==> src/rtl/mem_pkg.sv <==
// rtl/mem_pkg.sv - shared op/state types and op-class helpers for the memory-access stage
package mem_pkg;

  typedef enum logic [3:0] {
    MEM_NONE = 4'd0,
    MEM_LB   = 4'd1,
    MEM_LBU  = 4'd2,
    MEM_LH   = 4'd3,
    MEM_LHU  = 4'd4,
    MEM_LW   = 4'd5,
    MEM_SB   = 4'd6,
    MEM_SH   = 4'd7,
    MEM_SW   = 4'd8
  } mem_op_e;

  typedef enum logic [1:0] {
    IDLE   = 2'd0,
    REQ    = 2'd1,
    WAIT_R = 2'd2
  } mem_state_e;

  // Encodings 9..15 fall outside both ranges and therefore act as NONE.
  function automatic logic is_load(input logic [3:0] op);
    return (op >= 4'd1) && (op <= 4'd5);
  endfunction

  function automatic logic is_store(input logic [3:0] op);
    return (op >= 4'd6) && (op <= 4'd8);
  endfunction

endpackage

==> src/rtl/mem_access_stage_if.sv <==
// rtl/mem_access_stage_if.sv - single-outstanding data-memory port
interface mem_access_stage_if;
  logic        dmem_req;
  logic        dmem_we;
  logic [31:0] dmem_addr;
  logic [3:0]  dmem_be;
  logic [31:0] dmem_wdata;
  logic        dmem_gnt;
  logic        dmem_rvalid;
  logic [31:0] dmem_rdata;

  modport master (
    output dmem_req, dmem_we, dmem_addr, dmem_be, dmem_wdata,
    input  dmem_gnt, dmem_rvalid, dmem_rdata
  );

  modport slave (
    input  dmem_req, dmem_we, dmem_addr, dmem_be, dmem_wdata,
    output dmem_gnt, dmem_rvalid, dmem_rdata
  );
endinterface

==> src/rtl/mem_load_align.sv <==
// rtl/mem_load_align.sv - combinational lane select and sign/zero extension of load data
module mem_load_align
  import mem_pkg::*;
(
  input  logic [31:0] rdata,
  input  logic [1:0]  lane,
  input  logic [3:0]  op,
  output logic [31:0] data
);

  logic [7:0]  byte_sel;
  logic [15:0] half_sel;

  always_comb begin
    case (lane)
      2'd0:    byte_sel = rdata[7:0];
      2'd1:    byte_sel = rdata[15:8];
      2'd2:    byte_sel = rdata[23:16];
      default: byte_sel = rdata[31:24];
    endcase
    half_sel = lane[1] ? rdata[31:16] : rdata[15:0];
  end

  always_comb begin
    case (mem_op_e'(op))
      MEM_LB:  data = {{24{byte_sel[7]}}, byte_sel};
      MEM_LBU: data = {24'd0, byte_sel};
      MEM_LH:  data = {{16{half_sel[15]}}, half_sel};
      MEM_LHU: data = {16'd0, half_sel};
      default: data = rdata;
    endcase
  end

endmodule

==> src/rtl/mem_access_stage.sv <==
// rtl/mem_access_stage.sv - MIPS MEM stage: dmem request FSM, store/load formatting, MEM/WB register
// Optional alignment trap enabled by defining MEM_MISALIGN_CHECK_EN.
module mem_access_stage
  import mem_pkg::*;
#(
  parameter int DATA_W = 32
) (
  input  logic              clk,
  input  logic              rst,
  input  logic              in_valid,
  output logic              in_ready,
  input  logic [DATA_W-1:0] alu_res,
  input  logic [DATA_W-1:0] store_data,
  input  logic [3:0]        mem_op,
  input  logic [4:0]        rd,
  input  logic              reg_write,
  mem_access_stage_if.master dmem,
  output logic              wb_valid,
  output logic [4:0]        wb_rd,
  output logic              wb_reg_write,
  output logic [DATA_W-1:0] wb_data,
  output logic              misalign_exc
);

  mem_state_e  state_q, state_d;
  logic [3:0]  op_q;
  logic [1:0]  lane_q;
  logic [4:0]  rd_q;
  logic        rw_q;

  logic        accept, is_mem, misalign, start_mem;
  logic [3:0]  be_d;
  logic [31:0] wdata_d;
  logic [31:0] load_data;

  assign in_ready  = (state_q == IDLE);
  assign accept    = in_valid && in_ready;
  assign is_mem    = is_load(mem_op) || is_store(mem_op);
  assign start_mem = accept && is_mem && !misalign;

`ifdef MEM_MISALIGN_CHECK_EN
  always_comb begin
    misalign = 1'b0;
    case (mem_op_e'(mem_op))
      MEM_LH, MEM_LHU, MEM_SH: misalign = alu_res[0];
      MEM_LW, MEM_SW:          misalign = |alu_res[1:0];
      default:                 misalign = 1'b0;
    endcase
  end
`else
  assign misalign = 1'b0;
`endif

  always_comb begin
    be_d    = 4'b1111;
    wdata_d = store_data;
    case (mem_op_e'(mem_op))
      MEM_SB: begin
        be_d    = 4'b0001 << alu_res[1:0];
        wdata_d = {4{store_data[7:0]}};
      end
      MEM_SH: begin
        be_d    = alu_res[1] ? 4'b1100 : 4'b0011;
        wdata_d = {2{store_data[15:0]}};
      end
      default: begin
        be_d    = 4'b1111;
        wdata_d = store_data;
      end
    endcase
  end

  always_ff @(posedge clk) begin
    if (rst) state_q <= IDLE;
    else     state_q <= state_d;
  end

  always_comb begin
    state_d = state_q;
    case (state_q)
      IDLE:    if (start_mem) state_d = REQ;
      REQ:     if (dmem.dmem_gnt) state_d = is_store(op_q) ? IDLE : WAIT_R;
      WAIT_R:  if (dmem.dmem_rvalid) state_d = IDLE;
      default: state_d = IDLE;
    endcase
  end

  // Request fields are registered at acceptance so they hold still until grant.
  always_ff @(posedge clk) begin
    if (rst) begin
      dmem.dmem_req   <= 1'b0;
      dmem.dmem_we    <= 1'b0;
      dmem.dmem_addr  <= '0;
      dmem.dmem_be    <= '0;
      dmem.dmem_wdata <= '0;
      op_q            <= '0;
      lane_q          <= '0;
      rd_q            <= '0;
      rw_q            <= 1'b0;
    end else if (state_q == IDLE && start_mem) begin
      dmem.dmem_req   <= 1'b1;
      dmem.dmem_we    <= is_store(mem_op);
      dmem.dmem_addr  <= {alu_res[31:2], 2'b00};
      dmem.dmem_be    <= be_d;
      dmem.dmem_wdata <= wdata_d;
      op_q            <= mem_op;
      lane_q          <= alu_res[1:0];
      rd_q            <= rd;
      rw_q            <= reg_write;
    end else if (state_q == REQ && dmem.dmem_gnt) begin
      dmem.dmem_req   <= 1'b0;
    end
  end

  mem_load_align u_load_align (
    .rdata (dmem.dmem_rdata),
    .lane  (lane_q),
    .op    (op_q),
    .data  (load_data)
  );

  always_ff @(posedge clk) begin
    if (rst) begin
      wb_valid     <= 1'b0;
      wb_rd        <= '0;
      wb_reg_write <= 1'b0;
      wb_data      <= '0;
      misalign_exc <= 1'b0;
    end else begin
      wb_valid     <= 1'b0;
      misalign_exc <= 1'b0;
      case (state_q)
        IDLE: if (accept && !start_mem) begin
          wb_valid     <= 1'b1;
          wb_rd        <= rd;
          wb_reg_write <= reg_write && !misalign;
          wb_data      <= alu_res;
          misalign_exc <= misalign;
        end
        REQ: if (dmem.dmem_gnt && is_store(op_q)) begin
          wb_valid     <= 1'b1;
          wb_rd        <= rd_q;
          wb_reg_write <= 1'b0;
          wb_data      <= dmem.dmem_addr;
        end
        WAIT_R: if (dmem.dmem_rvalid) begin
          wb_valid     <= 1'b1;
          wb_rd        <= rd_q;
          wb_reg_write <= rw_q;
          wb_data      <= load_data;
        end
        default: ;
      endcase
    end
  end

endmodule

==> src/flat_wrapper.sv <==
// flat-port wrapper written by rule: the top's interface ports become plain ports
module mem_access_stage_flat import mem_pkg::*;
#(
  parameter int DATA_W = 32
)
  (clk, rst, in_valid, in_ready, alu_res, store_data, mem_op, rd, reg_write, wb_valid, wb_rd, wb_reg_write, wb_data, misalign_exc, dmem_dmem_req, dmem_dmem_we, dmem_dmem_addr, dmem_dmem_be, dmem_dmem_wdata, dmem_dmem_gnt, dmem_dmem_rvalid, dmem_dmem_rdata);
  mem_access_stage_if dmem_i ();
  input  logic clk;
  input  logic rst;
  input  logic in_valid;
  output logic in_ready;
  input  logic [DATA_W-1:0] alu_res;
  input  logic [DATA_W-1:0] store_data;
  input  logic [3:0] mem_op;
  input  logic [4:0] rd;
  input  logic reg_write;
  output logic wb_valid;
  output logic [4:0] wb_rd;
  output logic wb_reg_write;
  output logic [DATA_W-1:0] wb_data;
  output logic misalign_exc;
  output wire logic [$bits(dmem_i.dmem_req)-1:0] dmem_dmem_req;
  output wire logic [$bits(dmem_i.dmem_we)-1:0] dmem_dmem_we;
  output wire logic [$bits(dmem_i.dmem_addr)-1:0] dmem_dmem_addr;
  output wire logic [$bits(dmem_i.dmem_be)-1:0] dmem_dmem_be;
  output wire logic [$bits(dmem_i.dmem_wdata)-1:0] dmem_dmem_wdata;
  input wire logic [$bits(dmem_i.dmem_gnt)-1:0] dmem_dmem_gnt;
  input wire logic [$bits(dmem_i.dmem_rvalid)-1:0] dmem_dmem_rvalid;
  input wire logic [$bits(dmem_i.dmem_rdata)-1:0] dmem_dmem_rdata;
  assign dmem_dmem_req = dmem_i.dmem_req;
  assign dmem_dmem_we = dmem_i.dmem_we;
  assign dmem_dmem_addr = dmem_i.dmem_addr;
  assign dmem_dmem_be = dmem_i.dmem_be;
  assign dmem_dmem_wdata = dmem_i.dmem_wdata;
  assign dmem_i.dmem_gnt = dmem_dmem_gnt;
  assign dmem_i.dmem_rvalid = dmem_dmem_rvalid;
  assign dmem_i.dmem_rdata = dmem_dmem_rdata;
  mem_access_stage #(.DATA_W(DATA_W)) u_core (.clk(clk), .rst(rst), .in_valid(in_valid), .in_ready(in_ready), .alu_res(alu_res), .store_data(store_data), .mem_op(mem_op), .rd(rd), .reg_write(reg_write), .dmem(dmem_i), .wb_valid(wb_valid), .wb_rd(wb_rd), .wb_reg_write(wb_reg_write), .wb_data(wb_data), .misalign_exc(misalign_exc));
endmodule
==> config.mk <==
export PLATFORM = sky130hd
export DESIGN_NAME = mem_access_stage_flat
export DESIGN_NICKNAME = d
export VERILOG_FILES = /design/src/rtl/mem_pkg.sv /design/src/rtl/mem_access_stage_if.sv /design/src/rtl/mem_load_align.sv /design/src/rtl/mem_access_stage.sv /design/src/flat_wrapper.sv
export SDC_FILE = /design/constraint.sdc
export NUM_CORES = 1
export LEC_CHECK = 0
export ABC_CLOCK_PERIOD_IN_PS = 2850
export BUFFER_PORTS_ARGS = -buffer_cell sky130_fd_sc_hd__buf_2
export CORE_MARGIN = 2
export CORE_UTILIZATION = 45
export DETAILED_ROUTE_END_ITERATION = 6
export GPL_TIMING_DRIVEN = 0
export PLACE_DENSITY = 0.72
export SETUP_SLACK_MARGIN = 0.1
export SLEW_MARGIN = 10
export SYNTH_ARGS = -nofsm -noshare
export SYNTH_HDL_FRONTEND = slang
export SYNTH_HIERARCHICAL = 1
export SYNTH_SLANG_ARGS = --single-unit
==> constraint.sdc <==
create_clock -name clk -period 2.85 [get_ports clk]
set_input_delay 0 -clock clk [delete_from_list [all_inputs] [get_ports clk]]
set_output_delay 0 -clock clk [all_outputs]
set_load 0.02 [all_outputs]
==> metrics.txt <==
Hold Startpoint in_valid; placed cell count 1207; Lkg Pwr 4.00 nW; ports placed on the boundary 222; final count of negative-setup-slack endpoints 0; Max rail drop VDD 0.460 mV; clock group share of total power 28.9%; Post-Layout Cell Count 1317; worst setup path category flip-flop to flip-flop; mapped cell area 6730 sq um; CP required 3180 ps; Final Hold Viols 0; drc violations 0; Die Span X 126 um; status finished, final reports clean; source of the worst register-to-register timing path u_core/state_q[1]; DR vias 7529; TritonCTS clock tree yes; Total GRT Usage 29.8%; cell-internal power 0.00474 W; Hold Worst Slack 28.9 ps; global-route wire length before repair 37700 um; R2R Path End u_core/wb_rd[2]; actual transition at the worst max-transition pin 800 ps; Die Outline Area 15900 sq um; routed wire length 24500 um; fraction of layout instances using a drive strength above 1 25.8%; max-capacitance violation count 0; capturing element type of the critical path flip-flop; Worst Hold Depth 4; Power Dens Cells 820 nW/um^2; logic gate share of total power 41.5%; normalized max-slew margin 46.4%; setup clock skew after layout 8.05 ps; class of the most critical hold timing path input port to flip-flop; Worst Reg2Reg Path Length in Cells 9; average routed wire per standard cell 18.6 um; net count reported at finish 1236; flop-to-flop setup slack 260 ps; total global routing overflow 0; initial standard-cell utilization of the core 46.1%; final-report max-slew violation count 0; dominant synthesized flop cell dfxtp_1; Layout Cell Area excl Fill 9430 sq um; initial antenna violation count 2; sequential-to-total area share from yosys stat 36.0%; First-pass DRT Iterations 5; critical-path maximum fanout 10; distinct cell type count of the synthesized netlist 53; sequential power share 29.6%; sink of the worst hold path u_core/op_q[3]; # port buffers 217; Final WS setup 260 ps; proportion of netlist area held by the largest area contributor 36.0%; clock latency on the worst-skew pair 420 ps; number of enable flip-flop cells after synthesis 0; Total Negative Setup Slacks 0 ps; global placement routability congestion 0.945; Area Growth Syn to Fin 40.3%; Async SR Flop Fraction 0%; Critical Path Source Type flip-flop; leading area contributor after synthesis dfxtp_1; Max Clk Rate 386 MHz; number of clock sinks seen by CTS 121; Via density 5.72; Rows 44; initial drt markers 784; synthesis-stage register bit count 121; antenna-violating nets left 0; clock-pin slew on the worst setup and hold paths 60 ps; fill cell total of the finished layout 1222; post-synthesis average cell area 8.36 sq um; maximum buffer depth of the clock tree 2; Tmin final 2590 ps; half-perimeter wire length after placement 17300 um; area inside the core boundary 14600 sq um; pin count of the biggest net entering global routing 17; maximum level of the CTS H-tree 4; period utilisation layout 90.9%; RSZ-0062 raised after global routing false; number of clock buffers inserted by TritonCTS 17; post-placement setup slack 198 ps; die extent in y 126 um; YS warnings 6; Mapped Cells 804; most frequent cells after synthesis nand2_1, dfxtp_1, a21oi_1; Post-Place Cell Area 8050 sq um; net switching fraction of the power 38.7%; Clock Root Buffer clkbuf_16; vias in the first global route 7095; most used standard cell by instance count after synthesis nand2_1; data arrival time of the critical path 2920 ps; biggest area contributors in the synthesized netlist dfxtp_1, nand2_1, mux2i_1; P_sw 0.00299 W
==> per-stage QoR <==
| step | total power, W | utilization [%] |
|---|---|---|
| 2_1_floorplan | 0.00438 | - |
| 3_3_place_gp | 0.00532 | 55.2 |
| 3_5_place_dp | 0.00535 | 55.2 |
| 4_1_cts | 0.00767 | 64.5 |
| 5_1_grt | 0.00812 | 64.6 |
| 6_report | 0.00774 | 64.7 |
==> state kept, by name (all words and copies together) (netlist names) <==
name and flops:
u_core/rd_q 5, u_core/rw_q 1, u_core/dmem.dmem_we 1, u_core/lane_q 2
u_core/wb_valid 1, u_core/op_q 4, u_core/state_q 2, u_core/wb_data 32
u_core/wb_rd 5, u_core/wb_reg_write 1, u_core/dmem.dmem_req 1, u_core/dmem.dmem_be 4
u_core/dmem.dmem_addr 30, u_core/dmem.dmem_wdata 32
==> metal layers <==
layer  share of wire (%)  wire length (um)  global-route usage, %
met1                  42             10200                   40.1
met2                  45             11100                   46.6
met3                 9.8              2400                   6.88
met4                 3.2               777                   11.5
met5                   0                 0                      0
==> cell usage in the layout (no fill, tap or decap), drive strengths merged, types with 14 or more instances in the layout <==
| cell | count |
|---|---|
| a211o | 30 |
| a21oi | 60 |
| a22oi | 31 |
| a311oi | 21 |
| a31oi | 21 |
| buf | 246 |
| clkbuf | 78 |
| dfxtp | 121 |
| dlygate4sd3 | 74 |
| inv | 17 |
| mux2i | 49 |
| nand2 | 143 |
| nand2b | 36 |
| nand3 | 14 |
| nor2 | 55 |
| o211ai | 24 |
| o21ai | 17 |
| o2bb2ai | 16 |
==> worst max-delay path, stage by stage (launching register included) <==
cell      delay [ps]
dfxtp_1          350
inv_1            110
ha_1             140
clkbuf_1         470
o211ai_1         490
and3_1           280
buf_2            120
buf_6            150
buf_8            160
a211oi_1         210
==> repair_timing <==
action,CTS,global route
setup endpoints to repair,0,38
resized for setup,0,2
buffers inserted,0,3
hold buffers,74,0
hold endpoints to repair,110,0
==> power by group through the flow <==
stage | Clock, W | Sequential, W | Combinational (W)
finish | 0.00224 | 0.00229 | 0.00321
global route | 0.00234 | 0.00234 | 0.00344
CTS | 0.00226 | 0.00229 | 0.00312
detailed placement | 0 | 0.00232 | 0.00303
global placement | 0 | 0.00232 | 0.00300
floorplan | 0 | 0.00272 | 0.00165
==> final cells by class <==
type,count,area (sq um),area share [%]
Timing Repair Buffer,294,1850,19.6
Buffer,82,414,4.39
Multi-Input combinational cell,586,3830,40.6
Tap cell,184,230,2.44
Antenna cell,1,2.50,0.0265
Inverter,17,63.8,0.676
Clock buffer,22,474,5.03
Sequential cell,121,2420,25.7
Clock inverter,10,143,1.51
==> worst max-delay path by stage <==
stage / from / end / depth (start not counted)
detailed placement: u_core/state_q[0] / u_core/wb_data[29] / 10
CTS: u_core/state_q[0] / u_core/wb_data[16] / 10
global route: u_core/state_q[1] / u_core/wb_rd[3] / 9
global placement: u_core/state_q[0] / u_core/wb_data[16] / 10
floorplan: u_core/state_q[0] / u_core/wb_data[16] / 10
finish: u_core/state_q[1] / u_core/wb_rd[2] / 9
==> logic make-up (layout without fill, tap and decap cells) <==
group,Yosys count,count (layout),share of synthesized area (%)
AO/OA/AOI/OAI,242,242,25.9
XOR/XNOR,1,1,0.130
adder cells (fa/ha/maj),6,6,1.12
buffers and inverters,99,425,7.09
flip-flops,121,121,36.0
multiplexers,64,64,11.7
other,1,4,0.0558
AND/OR/NAND/NOR,270,270,18.0
(Power assumes the default switching activity.)
